<file path="config.mk">
export PLATFORM = sky130hd
export DESIGN_NAME = csr_supervisor_unit_flat
export DESIGN_NICKNAME = d
export VERILOG_FILES = /design/src/rtl/csr_supervisor_unit_if.sv /design/src/rtl/csr_supervisor_unit.sv /design/src/flat_wrapper.sv
export SDC_FILE = /design/constraint.sdc
export NUM_CORES = 1
export LEC_CHECK = 0
export BUFFER_PORTS_ARGS = -buffer_cell sky130_fd_sc_hd__buf_2
export CAP_MARGIN = 20
export CELL_PAD_IN_SITES_DETAIL_PLACEMENT = 0
export CELL_PAD_IN_SITES_GLOBAL_PLACEMENT = 1
export CORE_ASPECT_RATIO = 0.75
export CORE_MARGIN = 4
export CORE_UTILIZATION = 47
export CTS_BUF_LIST = sky130_fd_sc_hd__clkbuf_8
export CTS_CLUSTER_SIZE = 25
export DETAILED_ROUTE_END_ITERATION = 8
export PLACE_DENSITY_LB_ADDON = 0.25
export SLEW_MARGIN = 40
export SYNTH_ARGS = -nofsm -noshare
export SYNTH_HDL_FRONTEND = slang
export SYNTH_SLANG_ARGS = --single-unit
</file>
<file path="constraint.sdc">
create_clock -name clk -period 7.5 [get_ports clk]
set_input_delay 0 -clock clk [delete_from_list [all_inputs] [get_ports clk]]
set_output_delay 0 -clock clk [all_outputs]
set_load 0.03 [all_outputs]
</file>
<file path="src/rtl/csr_supervisor_unit_if.sv">
// CSR access bus between the execute stage (master) and the supervisor
// CSR file (slave).
//
// Handshake: the master holds csr_valid high for exactly the cycle in
// which the instruction executes, with csr_op/csr_addr/csr_wdata stable
// for that cycle. There is no ready: the slave always accepts. In that
// same cycle csr_rdata (old value) and csr_illegal are combinational
// replies, and any write takes effect at the closing clock edge.
interface csr_supervisor_unit_if #(
  parameter int XLEN = 64
);
  logic            csr_valid;
  logic [1:0]      csr_op;
  logic [11:0]     csr_addr;
  logic [XLEN-1:0] csr_wdata;
  logic [XLEN-1:0] csr_rdata;
  logic            csr_illegal;

  modport master (
    output csr_valid, csr_op, csr_addr, csr_wdata,
    input  csr_rdata, csr_illegal
  );

  modport slave (
    input  csr_valid, csr_op, csr_addr, csr_wdata,
    output csr_rdata, csr_illegal
  );
endinterface

</file>
<file path="src/rtl/csr_supervisor_unit.sv">
// Supervisor-mode CSR file: CSRRW/RS/RC access with privilege and
// read-only checks, WARL masking, trap entry / SRET sequencing with a
// registered one-cycle PC redirect, and S-interrupt pending generation.
// Optional macro CSR_SATP_EN: when defined satp is a real register;
// otherwise 0x180 reads 0, ignores writes and satp_out is 0.
module csr_supervisor_unit #(
  parameter int XLEN           = 64,
  parameter int CAUSE_W        = 6,
  parameter int VEC_EN_DEFAULT = 0
) (
  input  logic               clk,
  input  logic               reset,
  csr_supervisor_unit_if.slave bus,
  input  logic [1:0]         priv_lvl,
  input  logic               trap_valid,
  input  logic               trap_is_irq,
  input  logic [CAUSE_W-1:0] trap_cause,
  input  logic [XLEN-1:0]    trap_pc,
  input  logic [XLEN-1:0]    trap_tval,
  input  logic               sret_valid,
  input  logic               ext_seip,
  input  logic               ext_stip,
  output logic               redirect_valid,
  output logic [XLEN-1:0]    redirect_pc,
  output logic [1:0]         new_priv,
  output logic               irq_pending,
  output logic [XLEN-1:0]    satp_out,
  output logic               redirect_state
);

  localparam logic [11:0] ADDR_SSTATUS  = 12'h100;
  localparam logic [11:0] ADDR_SIE      = 12'h104;
  localparam logic [11:0] ADDR_STVEC    = 12'h105;
  localparam logic [11:0] ADDR_SSCRATCH = 12'h140;
  localparam logic [11:0] ADDR_SEPC     = 12'h141;
  localparam logic [11:0] ADDR_SCAUSE   = 12'h142;
  localparam logic [11:0] ADDR_STVAL    = 12'h143;
  localparam logic [11:0] ADDR_SIP      = 12'h144;
  localparam logic [11:0] ADDR_SATP     = 12'h180;

  localparam logic [1:0] OP_RW = 2'b01;
  localparam logic [1:0] OP_RS = 2'b10;
  localparam logic [1:0] OP_RC = 2'b11;

  localparam logic [XLEN-1:0] SIE_MASK = XLEN'(12'h222);

  typedef enum logic {RS_IDLE = 1'b0, RS_PULSE = 1'b1} rstate_t;

  // architectural state
  logic             sie_b, spie_b, spp_b;
  logic [XLEN-1:0]  sie_q;
  logic             ssip_q;
  logic [XLEN-1:2]  stvec_base;
  logic [1:0]       stvec_mode;
  logic [XLEN-1:0]  sscratch_q, sepc_q, scause_q, stval_q, satp_q;

  // access decode
  logic [XLEN-1:0]  sstatus_val, sie_val, sip_val, rd_val, wval, cause_val;
  logic             addr_hit, write_req, illegal, csr_we, irq_comb;
  logic [XLEN-1:0]  trap_target;
  rstate_t          state_q, state_d;

  // pack the sparse registers into their architectural views
  always_comb begin
    sstatus_val    = '0;
    sstatus_val[1] = sie_b;
    sstatus_val[5] = spie_b;
    sstatus_val[8] = spp_b;
    sie_val        = sie_q & SIE_MASK;
    sip_val        = '0;
    sip_val[1]     = ssip_q;
    sip_val[5]     = ext_stip;
    sip_val[9]     = ext_seip;
    cause_val              = '0;
    cause_val[CAUSE_W-1:0] = trap_cause;
    cause_val[XLEN-1]      = trap_is_irq;
  end

  // read mux, legality check and operation result
  always_comb begin
    addr_hit = 1'b1;
    rd_val   = '0;
    case (bus.csr_addr)
      ADDR_SSTATUS:  rd_val = sstatus_val;
      ADDR_SIE:      rd_val = sie_val;
      ADDR_STVEC:    rd_val = {stvec_base, stvec_mode};
      ADDR_SSCRATCH: rd_val = sscratch_q;
      ADDR_SEPC:     rd_val = sepc_q;
      ADDR_SCAUSE:   rd_val = scause_q;
      ADDR_STVAL:    rd_val = stval_q;
      ADDR_SIP:      rd_val = sip_val;
      ADDR_SATP:     rd_val = satp_q;
      default:       addr_hit = 1'b0;
    endcase
    // RS/RC with a zero operand are pure reads; RW always writes
    write_req = (bus.csr_op == OP_RW) ||
                (((bus.csr_op == OP_RS) || (bus.csr_op == OP_RC)) && (bus.csr_wdata != '0));
    illegal   = bus.csr_valid &&
                ((priv_lvl < bus.csr_addr[9:8]) || !addr_hit ||
                 ((bus.csr_addr[11:10] == 2'b11) && write_req));
    case (bus.csr_op)
      OP_RW:   wval = bus.csr_wdata;
      OP_RS:   wval = rd_val | bus.csr_wdata;
      OP_RC:   wval = rd_val & ~bus.csr_wdata;
      default: wval = rd_val;
    endcase
    // traps and SRET take the whole cycle; a concurrent write is dropped
    csr_we           = bus.csr_valid && !illegal && write_req && !trap_valid && !sret_valid;
    bus.csr_rdata    = illegal ? '0 : rd_val;
    bus.csr_illegal  = illegal;
  end

  // trap vector target and interrupt-pending condition
  always_comb begin
    trap_target = {stvec_base, 2'b00};
    if ((stvec_mode == 2'd1) && trap_is_irq)
      trap_target = trap_target + (XLEN'(trap_cause) << 2);
    irq_comb = (|(sip_val & sie_val)) &&
               ((priv_lvl == 2'd0) || ((priv_lvl == 2'd1) && sie_b));
  end

  // CSR state update: trap, then SRET, then software write
  always_ff @(posedge clk) begin
    if (reset) begin
      sie_b      <= 1'b0;
      spie_b     <= 1'b0;
      spp_b      <= 1'b0;
      sie_q      <= '0;
      ssip_q     <= 1'b0;
      stvec_base <= '0;
      stvec_mode <= 2'(VEC_EN_DEFAULT);
      sscratch_q <= '0;
      sepc_q     <= '0;
      scause_q   <= '0;
      stval_q    <= '0;
    end else if (trap_valid) begin
      sepc_q   <= trap_pc & ~XLEN'(1);
      stval_q  <= trap_tval;
      scause_q <= cause_val;
      spie_b   <= sie_b;
      sie_b    <= 1'b0;
      spp_b    <= priv_lvl[0];
    end else if (sret_valid) begin
      sie_b  <= spie_b;
      spie_b <= 1'b1;
      spp_b  <= 1'b0;
    end else if (csr_we) begin
      case (bus.csr_addr)
        ADDR_SSTATUS: begin
          sie_b  <= wval[1];
          spie_b <= wval[5];
          spp_b  <= wval[8];
        end
        ADDR_SIE:      sie_q      <= wval & SIE_MASK;
        ADDR_SIP:      ssip_q     <= wval[1];
        ADDR_STVEC: begin
          stvec_base <= wval[XLEN-1:2];
          if (wval[1:0] == 2'd0 || wval[1:0] == 2'd1)
            stvec_mode <= wval[1:0];
        end
        ADDR_SSCRATCH: sscratch_q <= wval;
        ADDR_SEPC:     sepc_q     <= wval & ~XLEN'(1);
        ADDR_SCAUSE:   scause_q   <= wval;
        ADDR_STVAL:    stval_q    <= wval;
        default:       ;
      endcase
    end
  end

`ifdef CSR_SATP_EN
  localparam int MODE_W = (XLEN == 32) ? 1 : 4;
  localparam logic [MODE_W-1:0] MODE_PAGED = MODE_W'((XLEN == 32) ? 1 : 8);
  logic [MODE_W-1:0] satp_new_mode;
  always_comb satp_new_mode = wval[XLEN-1 -: MODE_W];

  // satp accepts only Bare or the one supported paging mode
  always_ff @(posedge clk) begin
    if (reset)
      satp_q <= '0;
    else if (csr_we && (bus.csr_addr == ADDR_SATP) &&
             ((satp_new_mode == '0) || (satp_new_mode == MODE_PAGED)))
      satp_q <= wval;
  end
`else
  assign satp_q = '0;
`endif

  assign satp_out = satp_q;

  // redirect FSM: state register
  always_ff @(posedge clk) begin
    if (reset) state_q <= RS_IDLE;
    else       state_q <= state_d;
  end

  // redirect FSM: every trap or SRET produces one pulse the next cycle
  always_comb begin
    state_d = RS_IDLE;
    if (trap_valid || sret_valid) state_d = RS_PULSE;
  end

  // redirect FSM: outputs
  always_comb begin
    redirect_valid = (state_q == RS_PULSE);
    redirect_state = state_q;
  end

  // redirect target and privilege captured with the event
  always_ff @(posedge clk) begin
    if (reset) begin
      redirect_pc <= '0;
      new_priv    <= 2'd0;
    end else if (trap_valid) begin
      redirect_pc <= trap_target;
      new_priv    <= 2'd1;
    end else if (sret_valid) begin
      redirect_pc <= sepc_q;
      new_priv    <= {1'b0, spp_b};
    end
  end

  // registered interrupt-pending flag
  always_ff @(posedge clk) begin
    if (reset) irq_pending <= 1'b0;
    else       irq_pending <= irq_comb;
  end

endmodule

</file>
<file path="src/flat_wrapper.sv">
// flat-port wrapper written by rule: the top's interface ports become plain ports
module csr_supervisor_unit_flat 
#(
  parameter int XLEN           = 64,
  parameter int CAUSE_W        = 6,
  parameter int VEC_EN_DEFAULT = 0
)
  (clk, reset, priv_lvl, trap_valid, trap_is_irq, trap_cause, trap_pc, trap_tval, sret_valid, ext_seip, ext_stip, redirect_valid, redirect_pc, new_priv, irq_pending, satp_out, redirect_state, bus_csr_valid, bus_csr_op, bus_csr_addr, bus_csr_wdata, bus_csr_rdata, bus_csr_illegal);
  csr_supervisor_unit_if #(.XLEN(XLEN)) bus_i ();
  input  logic clk;
  input  logic reset;
  input  logic [1:0] priv_lvl;
  input  logic trap_valid;
  input  logic trap_is_irq;
  input  logic [CAUSE_W-1:0] trap_cause;
  input  logic [XLEN-1:0] trap_pc;
  input  logic [XLEN-1:0] trap_tval;
  input  logic sret_valid;
  input  logic ext_seip;
  input  logic ext_stip;
  output logic redirect_valid;
  output logic [XLEN-1:0] redirect_pc;
  output logic [1:0] new_priv;
  output logic irq_pending;
  output logic [XLEN-1:0] satp_out;
  output logic redirect_state;
  input wire logic [$bits(bus_i.csr_valid)-1:0] bus_csr_valid;
  input wire logic [$bits(bus_i.csr_op)-1:0] bus_csr_op;
  input wire logic [$bits(bus_i.csr_addr)-1:0] bus_csr_addr;
  input wire logic [$bits(bus_i.csr_wdata)-1:0] bus_csr_wdata;
  output wire logic [$bits(bus_i.csr_rdata)-1:0] bus_csr_rdata;
  output wire logic [$bits(bus_i.csr_illegal)-1:0] bus_csr_illegal;
  assign bus_i.csr_valid = bus_csr_valid;
  assign bus_i.csr_op = bus_csr_op;
  assign bus_i.csr_addr = bus_csr_addr;
  assign bus_i.csr_wdata = bus_csr_wdata;
  assign bus_csr_rdata = bus_i.csr_rdata;
  assign bus_csr_illegal = bus_i.csr_illegal;
  csr_supervisor_unit #(.XLEN(XLEN), .CAUSE_W(CAUSE_W), .VEC_EN_DEFAULT(VEC_EN_DEFAULT)) u_core (.clk(clk), .reset(reset), .bus(bus_i), .priv_lvl(priv_lvl), .trap_valid(trap_valid), .trap_is_irq(trap_is_irq), .trap_cause(trap_cause), .trap_pc(trap_pc), .trap_tval(trap_tval), .sret_valid(sret_valid), .ext_seip(ext_seip), .ext_stip(ext_stip), .redirect_valid(redirect_valid), .redirect_pc(redirect_pc), .new_priv(new_priv), .irq_pending(irq_pending), .satp_out(satp_out), .redirect_state(redirect_state));
endmodule
</file>
=== Word level (Yosys, flattened, before mapping) ===
Index checks and enable logic that the tools add are counted.

* Register bits after elaboration: 393
* Bits of input ports: 222
* Output and inout port bits: 198
* Word-level logic and storage cells: 121

* Add/sub/neg operators: 1
* Magnitude comparators: 1
* Equal/unequal tests: 17
* Multiplexer cells: 33
* Bitwise gates (word level): 6
* Reduce and logical (&&, ||, !) cells: 47

{| class="wikitable"
|+ Operators with widths
! cell !! count
|-
| 2-to-1 mux 64 bit || 16
|-
| one-hot mux 64 bit (8 select lines) || 1
|-
| one-hot mux 64 bit (3 select lines) || 1
|-
| == test 12 x 9 -> 1 bit, second input constant || 9
|-
| adder 64 x 8 -> 64 bit || 1
|-
| bitwise AND 64 bit || 1
|-
| NOT 64 bit || 1
|-
| OR 64 bit || 1
|-
| nonzero test 64 bit || 1
|-
| OR reduction 64 bit || 1
|-
| AND reduction 4 bit || 4
|-
| 2-to-1 mux 1 bit || 15
|-
| nonzero test 2 bit || 7
|-
| AND reduction 3 bit || 4
|-
| bitwise AND 10 bit || 1
|-
| logical AND 1 bit || 10
|-
| OR reduction 9 bit || 1
|-
| == test 2 x 1 -> 1 bit, second input constant || 4
|-
| logical OR 1 bit || 7
|-
| == test 2 bit, second input constant || 3
|-
| nonzero test 3 bit || 2
|-
| AND reduction 5 bit || 1
|-
| logical NOT 1 bit || 4
|-
| logical NOT 2 bit || 2
|-
| 5 further kinds || 7
|}

=== Logic depth before layout (Yosys ltp) ===
* Depth in word-level cells: 15
* Depth in mapped cells: 10
* Gate-level depth less buffers: 9

=== Worst setup path after synthesis ===
Ideal clock, no wire load.

* Path type: flip-flop to flip-flop
* Start: register u_core.stvec_mode[0]
* End: register u_core.redirect_pc[57]
* Setup time: 0.091 ns
* Data arrival time: 2.878 ns
* Required time: 7.409 ns
* Setup slack: 4.531 ns
* Stages on the path, launching flop included: 9
* Path buffers: 2
* Period minus slack after synthesis: 2.969 ns
* Cells stage by stage: dfxtp_1 -> nand3b_4 -> or4_4 -> or4_1 -> buf_2 -> or4_4 -> buf_6 -> or4_1 -> a311oi_1

* Cells in the longest elaborated chain, start to end: 4

{| class="wikitable"
|+ RTL lines
! item !! line !! RTL
|-
| start, declared || csr_supervisor_unit.sv:54 || <nowiki>logic [1:0] stvec_mode;</nowiki>
|-
| start signal, assigned || csr_supervisor_unit.sv:131 || <nowiki>stvec_mode <= 2'(VEC_EN_DEFAULT);</nowiki>
|-
| start signal, assigned || csr_supervisor_unit.sv:159 || <nowiki>stvec_mode <= wval[1:0];</nowiki>
|-
| == test 2 x 1 -> 1 bit || csr_supervisor_unit.sv:116 || <nowiki>if ((stvec_mode == 2'd1) && trap_is_irq)</nowiki>
|-
| logical AND 1 bit || csr_supervisor_unit.sv:116 ||
|-
| 2-to-1 mux 64 bit || csr_supervisor_unit.sv:116 ||
|-
| 2-to-1 mux 64 bit || csr_supervisor_unit.sv:213 || <nowiki>end else if (trap_valid) begin</nowiki>
|-
| end signal, assigned || csr_supervisor_unit.sv:214 || <nowiki>redirect_pc <= trap_target;</nowiki>
|-
| end signal, assigned || csr_supervisor_unit.sv:217 || <nowiki>redirect_pc <= sepc_q;</nowiki>
|-
| end, declared || csr_supervisor_unit.sv:24 || <nowiki>output logic [XLEN-1:0] redirect_pc,</nowiki>
|}

No other way between the ends.
A chain may end at the register's enable or synchronous reset.

=== Final worst setup path ===
* Start: input bus_csr_wdata[48]
* End: register u_core.sepc_q[46]

* Cells in the longest elaborated chain, start to end: 13

{| class="wikitable"
|+ RTL lines
! item !! line !! RTL
|-
| start, declared || flat_wrapper.sv:30 || <nowiki>input wire logic [$bits(bus_i.csr_wdata)-1:0] bus_csr_wdata;</nowiki>
|-
| nonzero test 64 bit (*) || csr_supervisor_unit.sv:97 || <nowiki>(((bus.csr_op == OP_RS) || (bus.csr_op == OP_RC)) && (bus.csr_wdata != '0));</nowiki>
|-
| logical AND 1 bit (*) || csr_supervisor_unit.sv:97 ||
|-
| logical OR 1 bit (*) || csr_supervisor_unit.sv:96 || <nowiki>write_req = (bus.csr_op == OP_RW) ||</nowiki>
|-
| logical AND 1 bit || csr_supervisor_unit.sv:100 || <nowiki>((bus.csr_addr[11:10] == 2'b11) && write_req));</nowiki>
|-
| logical OR 1 bit || csr_supervisor_unit.sv:99 || <nowiki>((priv_lvl < bus.csr_addr[9:8]) || !addr_hit ||</nowiki>
|-
| logical AND 1 bit || csr_supervisor_unit.sv:98 || <nowiki>illegal = bus.csr_valid &&</nowiki>
|-
| logical NOT 1 bit || csr_supervisor_unit.sv:108 || <nowiki>csr_we = bus.csr_valid && !illegal && write_req && !trap_valid && !sret_valid;</nowiki>
|-
| logical AND 1 bit || csr_supervisor_unit.sv:108 ||
|-
| logical AND 1 bit (*) (3 in a row) || csr_supervisor_unit.sv:108 ||
|-
| nonzero test 2 bit (no source line) (*) || n/a ||
|-
| AND reduction 3 bit (no source line) (*) || n/a ||
|-
| end signal, assigned || csr_supervisor_unit.sv:137 || <nowiki>sepc_q <= trap_pc & ~XLEN'(1);</nowiki>
|-
| end signal, assigned || csr_supervisor_unit.sv:162 || <nowiki>ADDR_SEPC: sepc_q <= wval & ~XLEN'(1);</nowiki>
|-
| end, declared || csr_supervisor_unit.sv:55 || <nowiki>logic [XLEN-1:0] sscratch_q, sepc_q, scause_q, stval_q, satp_q;</nowiki>
|}

Every way passes the cells marked *; elsewhere a longest branch is shown, timed or not.

==> results.cfg <==
[grt]
grt_max_degree = 176
grt_pass1_wl_um = 151000
grt.total_usage = 0.358
grt_overflow = 0
grt_pass1_vias = 24300
antenna_found_initial = 4

[cells_and_area]
final_net_count = 3380
syn2layout_area_growth_pct = 26.4
final_cells = 3848
drive_above_1_share = 0.185

[drt]
drt_iter0_drc = 3086
dr.pass1.iters = 6
drc_errors = 0
via_per_inst = 6.55
drtAntennaViolNets = 0
post_drt_wl_per_cell_um = 26.0
vias = 25200
wl_um = 100000

[sta]
tns_ns = 0
fmax_mhz = 248
post-route-min-period_ns = 4.04
tightest_slew_ns = 0.910
skew_ns = 0.0306
rsz0062_at_grt = no
finalSetupViolations = 0
hold_viol = 0
drv_slew = 0
fin_crit_sh = 0.538
slew_headroom = 0.393

[synth]
postSynthAreaPerCell_um2 = 8.65
synth.distinct_cells = 73
synthTopCellsByArea = dfxtp_1 (34%), a211oi_1 (11%), mux4_2 (5.2%)
ys_async_sr_fraction = 0
yosys-mux-area-fraction = 0.0931
synth-edff-count = 0
yosys.area_share.simple = 0.219
yosysTopAreaCell = dfxtp_1
ys_ff_latch = 392
yosys.area.top_type_share = 0.338
netlist_area_mm2 = 0.0233
synth_compound_area_frac = 0.255
synthXorXnorAreaFrac = 0.0166
synth_top_family_by_area = compound AO/OA/AOI/OAI gates
synth_flop_cell = dfxtp_1
synth_seq_area_share = 0.338
synthAdderAreaFrac = 0.00463
synthCells = 2689
yosysWarnings = 0

[min_path]
hold_class = primary input to flip-flop

[clocking]
cts_buffers = 69
cts_tree = done
clk_pin_slew_worst_paths_ns = 0.06
clk_latency_ns = 0.67
clock-sinks = 392
h-tree-depth = 3
ctsResizeCount = 0
cts_buffer_depth = 3
cts_root_buffer = clkbuf_8
cts_hold_repair.buffers = 293
cts_setup_buffers = 0

[worst_setup_path]
critPathMaxFanout = 90
cp.required_ns = 8.04
worstPathArrival_ns = 4.58
crit_path_start_kind = primary input
critPathCaptureType = flip-flop
criticalPathCategory = primary input to flip-flop

[power_and_ir_drop]
vdd_drop_max_mv = 0.107
power.leakage_nw = 10.5
p_per_area_mw_per_mm2 = 171

[status]
status = finished, final reports clean

[floorplanning]
dieArea_mm2 = 0.0531
start_util = 0.476
coreArea_mm2 = 0.0489
ios = 420
num_rows = 70
die_height_um = 201
die_x_um = 265

[placement]
dp.cells = 3432
port_buffers = 352
gp_congestion = 0.890
hpwl_um = 61900

[flow_run]
cap_violations = 0
## metrics by stage
stage | hold WS, ns | setup WS, ns | area [um^2] | power, mW | util
6_report | 0.0630 | 3.46 | 29400 | 5.04 | 0.601
5_1_grt | 0.0708 | 3.36 | 29400 | 5.18 | 0.601
4_1_cts | 0.0258 | 3.50 | 29300 | 5.01 | 0.600
3_5_place_dp | 0.214 | 3.78 | 25000 | 2.88 | 0.511
3_3_place_gp | 0.210 | 3.68 | 24900 | 2.86 | 0.510
2_1_floorplan | 0.0897 | 4.53 | 23500 | 2.64 | -
## cells in the final DEF (no fill, tap or decap), types with 13 or more instances in the layout
cell type	count
a2111oi_0	13
a211oi_1	338
a21boi_0	55
a21oi_1	40
a311oi_1	19
a32oi_1	25
buf_2	345
buf_4	38
clkbuf_8	96
conb_1	66
dfxtp_1	392
dlygate4sd3_1	293
inv_1	42
mux2i_1	88
mux4_2	54
nand2_1	68
nand3_1	89
nand3b_1	71
nand4_1	79
nand4b_1	83
nor2_1	314
nor2b_1	57
nor3_1	39
nor4_1	37
o21ai_0	39
o21bai_1	23
o22ai_1	13
o2bb2ai_1	59
o311ai_0	71
o31ai_1	16
or3_1	18
xnor2_1	43
## where the power goes
group          internal (mW)  switching (mW)  total (mW)
registers               2.14          0.0434        2.19
clock network           1.12           0.939        2.05
logic                  0.307           0.489       0.797
## layout make-up
type / count / area [um^2]
Antenna cell: 4 / 10.0
Clock buffer: 95 / 1310
Clock inverter: 22 / 88.8
Fill cell: 4367 / 19500
Inverter: 24 / 92.6
Multi-Input combinational cell: 1975 / 14100
Sequential cell: 392 / 7850
Tap cell: 648 / 811
Timing Repair Buffer: 688 / 5110
## cells in the mapped netlist, types with 68 or more instances
cell type / number
dfxtp_1: 392
a211oi_1: 346
nor2_1: 317
clkbuf_1: 249
nand3_1: 89
mux2i_1: 88
nand4b_1: 83
nand4_1: 79
nand3b_1: 71
o311ai_0: 71
buf_4: 68
nand2_1: 68
## state kept, by name, summed over array words and instances, names as in the netlist
register and cells:
u_core.spie_b 1, u_core.redirect_state 1, u_core.irq_pending 1, u_core.sscratch_q 64, u_core.sie_b 1, u_core.stvec_base 62, u_core.sepc_q 63, u_core.stval_q 64
u_core.ssip_q 1, u_core.new_priv 1, u_core.sie_q 3, u_core.stvec_mode 2, u_core.redirect_pc 63, u_core.spp_b 1, u_core.scause_q 64
## worst paths after layout
| path | depth (start not counted) | start | slack, ns | end |
|---|---|---|---|---|
| worst min-delay path | 4 | bus_csr_addr[2] | 0.06 | u_core.ssip_q |
| worst max register to register | 6 | u_core.stvec_mode[0] | 3.72 | u_core.redirect_pc[57] |
| worst min register to register | 2 | u_core.scause_q[9] | 0.46 | u_core.scause_q[9] |
| worst max-delay path | 10 | bus_csr_wdata[48] | 3.46 | u_core.sepc_q[46] |
## per-layer routing
layer  share of wire  GRT usage  vias to the layer above
met5               0          0                        -
met4           0.044      0.146                        0
met3           0.099     0.0839                      286
met2            0.44      0.538                     1469
met1            0.42      0.496                    12200
li1                -          -                    11200
## critical path, cell delays in order
cell           delay (ns)
dlygate4sd3_1        0.52
buf_2                0.16
nor4_1               0.77
nand4_1              0.30
or4_1                0.57
o21ai_4              0.43
buf_16               0.22
buf_6                0.56
o311ai_0             0.27
dlygate4sd3_1        0.62
## kinds of logic (layout without fill, tap and decap cells)
kind of cell               after synthesis  after routing
adders and majority gates                8              8
muxes                                  148            148
buffers and inverters                  387            829
other                                    1             70
xor gates and xnor gates                44             44
DFF                                    392            392
and+or+nand+nor                        929            929
AOI/OAI and AO/OA                      780            780
(Power assumes the default switching activity.)
